===== config.mk =====
export PLATFORM = sky130hd
export DESIGN_NAME = serial_subtractor
export DESIGN_NICKNAME = d
export VERILOG_FILES = /design/src/rtl/serial_subtractor.sv
export SDC_FILE = /design/constraint.sdc
export NUM_CORES = 1
export LEC_CHECK = 0
export ABC_AREA = 0
export BUFFER_PORTS_ARGS = -buffer_cell sky130_fd_sc_hd__buf_2
export CORE_MARGIN = 5
export CORE_UTILIZATION = 48
export CTS_CLUSTER_SIZE = 28
export DETAILED_ROUTE_END_ITERATION = 7
export PLACE_DENSITY = 0.8
export SLEW_MARGIN = 20
export SYNTH_ARGS = -nofsm -noshare
export SYNTH_HDL_FRONTEND = slang
export SYNTH_SLANG_ARGS = --single-unit

===== constraint.sdc =====
create_clock -name clk -period 1.41 [get_ports clk]
set_clock_uncertainty 0.1 [all_clocks]
set_input_delay 0.2115 -clock clk [delete_from_list [all_inputs] [get_ports clk]]
set_output_delay 0.2115 -clock clk [all_outputs]
set_load 0.02 [all_outputs]

===== src/rtl/serial_subtractor.sv =====
// Bit-serial subtractor: computes a - b - bin one bit per clock, LSB first,
// and publishes the full difference and borrow-out only when the last bit is done.
module serial_subtractor #(
  parameter int d = 4
) (
  input  logic         clk,
  input  logic         rst_n,
  input  logic         start,
  input  logic [d-1:0] a,
  input  logic [d-1:0] b,
  input  logic         bin,
  output logic         busy,
  output logic         done,
  output logic [d-1:0] diff,
  output logic         bout
);

  localparam int CW = $clog2(d);
  localparam logic [CW-1:0] LAST = CW'(d - 1);

  typedef enum logic [1:0] {IDLE, RUN, DONE} state_t;

  state_t         state_q, state_d;
  logic [CW-1:0]  cnt_q, cnt_d;
  logic [d-1:0]   a_sh_q, a_sh_d;
  logic [d-1:0]   b_sh_q, b_sh_d;
  logic [d-1:0]   res_q, res_d;
  logic           br_q, br_d;
  logic [d-1:0]   diff_q, diff_d;
  logic           bout_q, bout_d;
  logic           busy_q, busy_d;
  logic           done_q, done_d;

  logic           a_i, b_i, bit_i, br_nx;
  logic [d-1:0]   res_nx;

  // One full-subtractor cell applied to the current LSBs of the shift registers.
  always_comb begin
    a_i    = a_sh_q[0];
    b_i    = b_sh_q[0];
    bit_i  = a_i ^ b_i ^ br_q;
    br_nx  = (~a_i & b_i) | (~a_i & br_q) | (b_i & br_q);
    res_nx = {bit_i, res_q[d-1:1]};
  end

  always_comb begin
    state_d = state_q;
    cnt_d   = cnt_q;
    a_sh_d  = a_sh_q;
    b_sh_d  = b_sh_q;
    res_d   = res_q;
    br_d    = br_q;
    diff_d  = diff_q;
    bout_d  = bout_q;
    busy_d  = busy_q;
    done_d  = done_q;
    unique case (state_q)
      IDLE: begin
        done_d = 1'b0;
        if (start) begin
          a_sh_d  = a;
          b_sh_d  = b;
          br_d    = bin;
          cnt_d   = '0;
          res_d   = '0;
          busy_d  = 1'b1;
          state_d = RUN;
        end
      end
      RUN: begin
        a_sh_d = a_sh_q >> 1;
        b_sh_d = b_sh_q >> 1;
        br_d   = br_nx;
        res_d  = res_nx;
        cnt_d  = cnt_q + CW'(1);
        // Outputs change only here, so partial results are never visible.
        if (cnt_q == LAST) begin
          diff_d  = res_nx;
          bout_d  = br_nx;
          busy_d  = 1'b0;
          done_d  = 1'b1;
          state_d = DONE;
        end
      end
      DONE: begin
        done_d  = 1'b0;
        busy_d  = 1'b0;
        state_d = IDLE;
      end
      default: begin
        busy_d  = 1'b0;
        done_d  = 1'b0;
        state_d = IDLE;
      end
    endcase
  end

  always_ff @(posedge clk or negedge rst_n) begin
    if (!rst_n) begin
      state_q <= IDLE;
      cnt_q   <= '0;
      a_sh_q  <= '0;
      b_sh_q  <= '0;
      res_q   <= '0;
      br_q    <= 1'b0;
      diff_q  <= '0;
      bout_q  <= 1'b0;
      busy_q  <= 1'b0;
      done_q  <= 1'b0;
    end else begin
      state_q <= state_d;
      cnt_q   <= cnt_d;
      a_sh_q  <= a_sh_d;
      b_sh_q  <= b_sh_d;
      res_q   <= res_d;
      br_q    <= br_d;
      diff_q  <= diff_d;
      bout_q  <= bout_d;
      busy_q  <= busy_d;
      done_q  <= done_d;
    end
  end

  assign busy = busy_q;
  assign done = done_q;
  assign diff = diff_q;
  assign bout = bout_q;

endmodule

# Yosys cells after proc, flatten, opt, wreduce, memory -nomap -nowiden

Index checks and enable logic that the tools add are counted.

Flip-flop bits (word level): 24

Add/subtract/negate cells: 1
Equal/unequal tests: 4
Multiplexer cells: 18
Bitwise operators: 8
Reductions and logical operators: 5

Operators by type and width:

| cell                | number |
|---|---|
| $pmux 4 s2          | 3 |
| $mux 4              | 3 |
| $pmux 2 s2          | 2 |
| $mux 2              | 3 |
| $reduce_and 2->1    | 3 |
| $mux 1              | 5 |
| $ne 2x2->1 const B  | 2 |
| $pmux 1 s2          | 2 |
| $and 1x1->1         | 3 |
| $add 2x1->2 const B | 1 |
| $eq 2x1->1 const B  | 1 |
| $eq 2x2->1 const B  | 1 |
| $logic_not 2->1     | 1 |
| $or 1x1->1          | 2 |
| $reduce_bool 2->1   | 1 |
| $xor 1x1->1         | 2 |
| $not 1->1           | 1 |

# Logic depth before layout (Yosys ltp)

Depth after elaboration: 5
Gate-level depth with buffers: 4
Depth with buffers taken out: 3

# Worst setup path before layout

OpenSTA, ideal clock, no wires.

Path type: register to register
Start point: reg, netlist name busy
End point: reg b_sh_q[0]
Library setup time: 0.123 ns
Arrival: 1.214 ns
Setup slack: -0.027 ns
Cell stages (with the launch flop): 4
Path buffers: 1
Path through: dfrtp_1 -> buf_6 -> or4b_1 -> o221a_2

RTL lines:

| what                 | line | text |
|---|---|---|
| to (signal assigned) | 114  | `b_sh_q <= b_sh_d;` |
| to (decl)            | 26   | `logic [d-1:0] b_sh_q, b_sh_d;` |

==> impl_results.md <==
* Status: complete, no violations
* Sw Share at a little over a third
* GRT overflow at 0
* Comb power frac at 46.2%
* Final Core Density at about 63%
* FMAX at 727.2 MHz
* R2R depth at 3
* Clock share of power at between 10% and 20%
* P per Cell Area at 2361 nW/um2
* Final Non-Filler Cells at 125
* Relative slew margins at 67.82%
* H-tree levels at 1
* Worst hold stages at 3
* Cell Chain, Critical Path: buf_12 > or4b_1 > o221a_2
* Hold endpoint: a_sh_q[2]$_DFFE_PN0P_
* Clk sinks at 22
* Required @ worst endpoint at between 1.5 and 2 ns
* Worst Setup End Kind: flip-flop
* Hold Vio Cnt, Final at 0
* Cells after DPL at 117
* Final estimated routing congestion in global placement at between 0.7 and 0.8
* Fraction of final layout cells sized beyond drive strength 1 at 46.94%
* Ports at 19
* Net Sw Power at 1.057 mW
* Initial core utilization at 51.69%
* Root buffer cell: clkbuf_4
* Die area at 3184 um2
* Synthesized instance count at 73
* GRT Total Usage at 13.43%
* Dpl ws at 0.03210 ns
* HP Start: a[2]
* Antenna diodes at 0
* Kind of critical path: reg -> reg
* CP Launch Type: flip-flop
* Worst vdd ir at 0.001276 V
* DR pass1 iterations at 4
* Commonest non-fill, non-tap cell in the layout: dfrtp_1
* CTS tree: done
* Hold WS at 0.1434 ns
* DR WL/cell at 15.98 um
* Longest Clk Path Bufs at 2
* Std-Cell Rows at 16
* Netlist cell types at 24
* Vias per inst at 5.472
* CP max FO at 7
* Sequential Power Share at roughly 37%
* Critical path's largest stage delay at 0.47 ns
* Slew Viols, Final at 0
* Final setup viols at 0
* Dominant cells by area after synthesis: dfrtp_1 53%, o221a_2 5.4%, or4b_1 4.8%
* Vias in the first global route at between 700 and 800
* Reg-to-reg slack, setup at 0.03 ns
* Hold Path Class: in -> reg
* Via count at 684
* Area grow syn2layout at 21.89%
* Later-pin clock latency in the skew report at roughly 0.32 ns
* Core Region at 2002 um2
* Maximum number of pins on one net before global-route repair at 23
* Period utilization at a little over nine tenths
* Post-layout nets at around 110
* Final worst slack at approximately 0.035 ns
* Max_cap viols at 0
* Die X-Extent at 56.43 um
* Routed Antenna Nets at 0
* Area share of the largest cell type after synthesis at 53.20%
* Arr. time, crit path at around 1.5 ns
* First-pass GRT wire length at around 3.3 mm
* Synth Area per Inst at 14.17 um2
* Synthesized net count at 87
* Drt drc at 0
* Leakage at 0.6027 nW
* PortBufs at 18
* Synth warn at 0
* Post-Route Setup TNS at 0 ns
* R2r startpoint: busy$_DFFE_PN0P_
* Measured slew at the worst slew-check pin at 0.4827 ns
* DP HPWL at 1.373 mm
* CP max stage cell: or4b_1
* Most frequent cells in the layout: 20 x dfrtp_1, 18 x buf_2, 5 x o221a_2, 5 x buf_4
* Internal at 1.921 mW
* Cell Area, Synth at 1035 um2
* Post-synth top area cell: dfrtp_1
* Clock slew at the register clock pins of the worst setup and hold paths at 0.12 ns
* Critical R2R Capture: b_sh_q[0]$_DFFE_PN0P_
* Register bit count reported by yosys at 22
* Initial drt markers at 15
* Die Height at between 50 and 60 um
* Total CTS buffers at 3
* Initial antenna violation count at 0
* Final WL at about 2 mm
* Part of the Yosys area used for sequential elements at 53.20%
* Minimum clock period at roughly 1.4 ns
sequential cells by signal, indices dropped and copies added, names as in the netlist:
name,count
a_sh_q,4
b_sh_q,4
bout,1
br_q,1
busy,1
cnt_q,2
diff,4
done,1
res_q,3
state_q,1
power groups by stage:
stage | Combinational (mW) | Clock (mW) | Sequential [mW]
2_1_floorplan | 0.857 | 0 | 1.18
3_3_place_gp | 1.14 | 0 | 1.15
3_5_place_dp | 1.20 | 0 | 1.16
4_1_cts | 1.23 | 0.496 | 1.15
5_1_grt | 1.51 | 0.527 | 1.15
6_report | 1.37 | 0.488 | 1.11
routing by layer:
layer | GRT usage (%) | routed length, um | share of wire (%) | up-vias
met5 | 0 | 0 | 0 | -
met4 | 4.068 | 32 | 1.6 | 0
met3 | 5.046 | 138 | 6.9 | 5
met2 | 21.95 | 959 | 48 | 20
met1 | 16.33 | 867 | 43 | 329
li1 | - | - | - | 330
synthesized netlist by cell type:
master and n:
a211o_1 2, a211oi_1 2, a21oi_1 1, a22o_1 3
buf_2 2, buf_6 3, dfrtp_1 22, fa_1 1
ha_1 1, inv_1 4, mux2_1 4, mux2i_1 2
nand2b_1 1, nand3b_4 1, nor2_1 2, nor2b_1 1
nor3b_1 4, nor4b_2 2, nor4bb_1 2, o21ba_2 1
o21bai_4 1, o221a_2 5, o2bb2ai_1 1, or4b_1 5
final cells by class:
class                   count  area [um2]
inverters                   4       15.01
multi-input cells          42       441.7
repair buffers             26       165.2
clock buffers               3       22.52
flip-flops and latches     22       553.0
fillers                   164       740.7
clock inverters             1       30.03
well taps                  27       33.78
critical path: cells and delay by family, from the launching register on:
kind / cells / cell delay, ns
AND/OR/NAND/NOR: 1 / 0.47
flip-flops: 1 / 0.44
buffers and inverters: 1 / 0.14
AO/OA/AOI/OAI: 1 / 0.13
cells by family (layout without fill, tap and decap cells):
kind of cell / after synthesis / after routing / share of synthesized area (%)
compound gates: 16 / 16 / 15.24
mux: 6 / 6 / 6.288
flops: 22 / 22 / 53.20
simple gates: 18 / 18 / 16.45
buf+inv: 9 / 34 / 5.683
fa+ha+maj: 2 / 2 / 3.144
metrics by stage:
step                      area (um2)  total power, mW
after floorplan                 1036            2.038
after global placement          1146            2.290
after detailed placement        1146            2.362
after CTS                       1215            2.876
after global routing            1261            3.191
final                           1261            2.978
worst max path at each step:
stage	cells after the start	to	startpoint
2_1_floorplan	3	b_sh_q[0]$_DFFE_PN0P_	busy$_DFFE_PN0P_
3_3_place_gp	2	a_sh_q[2]$_DFFE_PN0P_	state_q[1]$_DFFE_PN0P_
3_5_place_dp	3	bout$_DFFE_PN0P_	cnt_q[0]$_DFFE_PN0P_
4_1_cts	3	bout$_DFFE_PN0P_	a_sh_q[0]$_DFFE_PN0P_
5_1_grt	3	br_q$_DFFE_PN0P_	busy$_DFFE_PN0P_
6_report	3	b_sh_q[0]$_DFFE_PN0P_	busy$_DFFE_PN0P_
what timing repair did:
action,in CTS,in global routing
pin swaps,0,0
hold buffers,1,0
setup buffers,0,3
cloned,0,0
resized for setup,2,4
endpoints found under the setup margin,1,3
endpoints found under the hold margin,22,0
No activity file was read; power rests on OpenSTA's default activity.
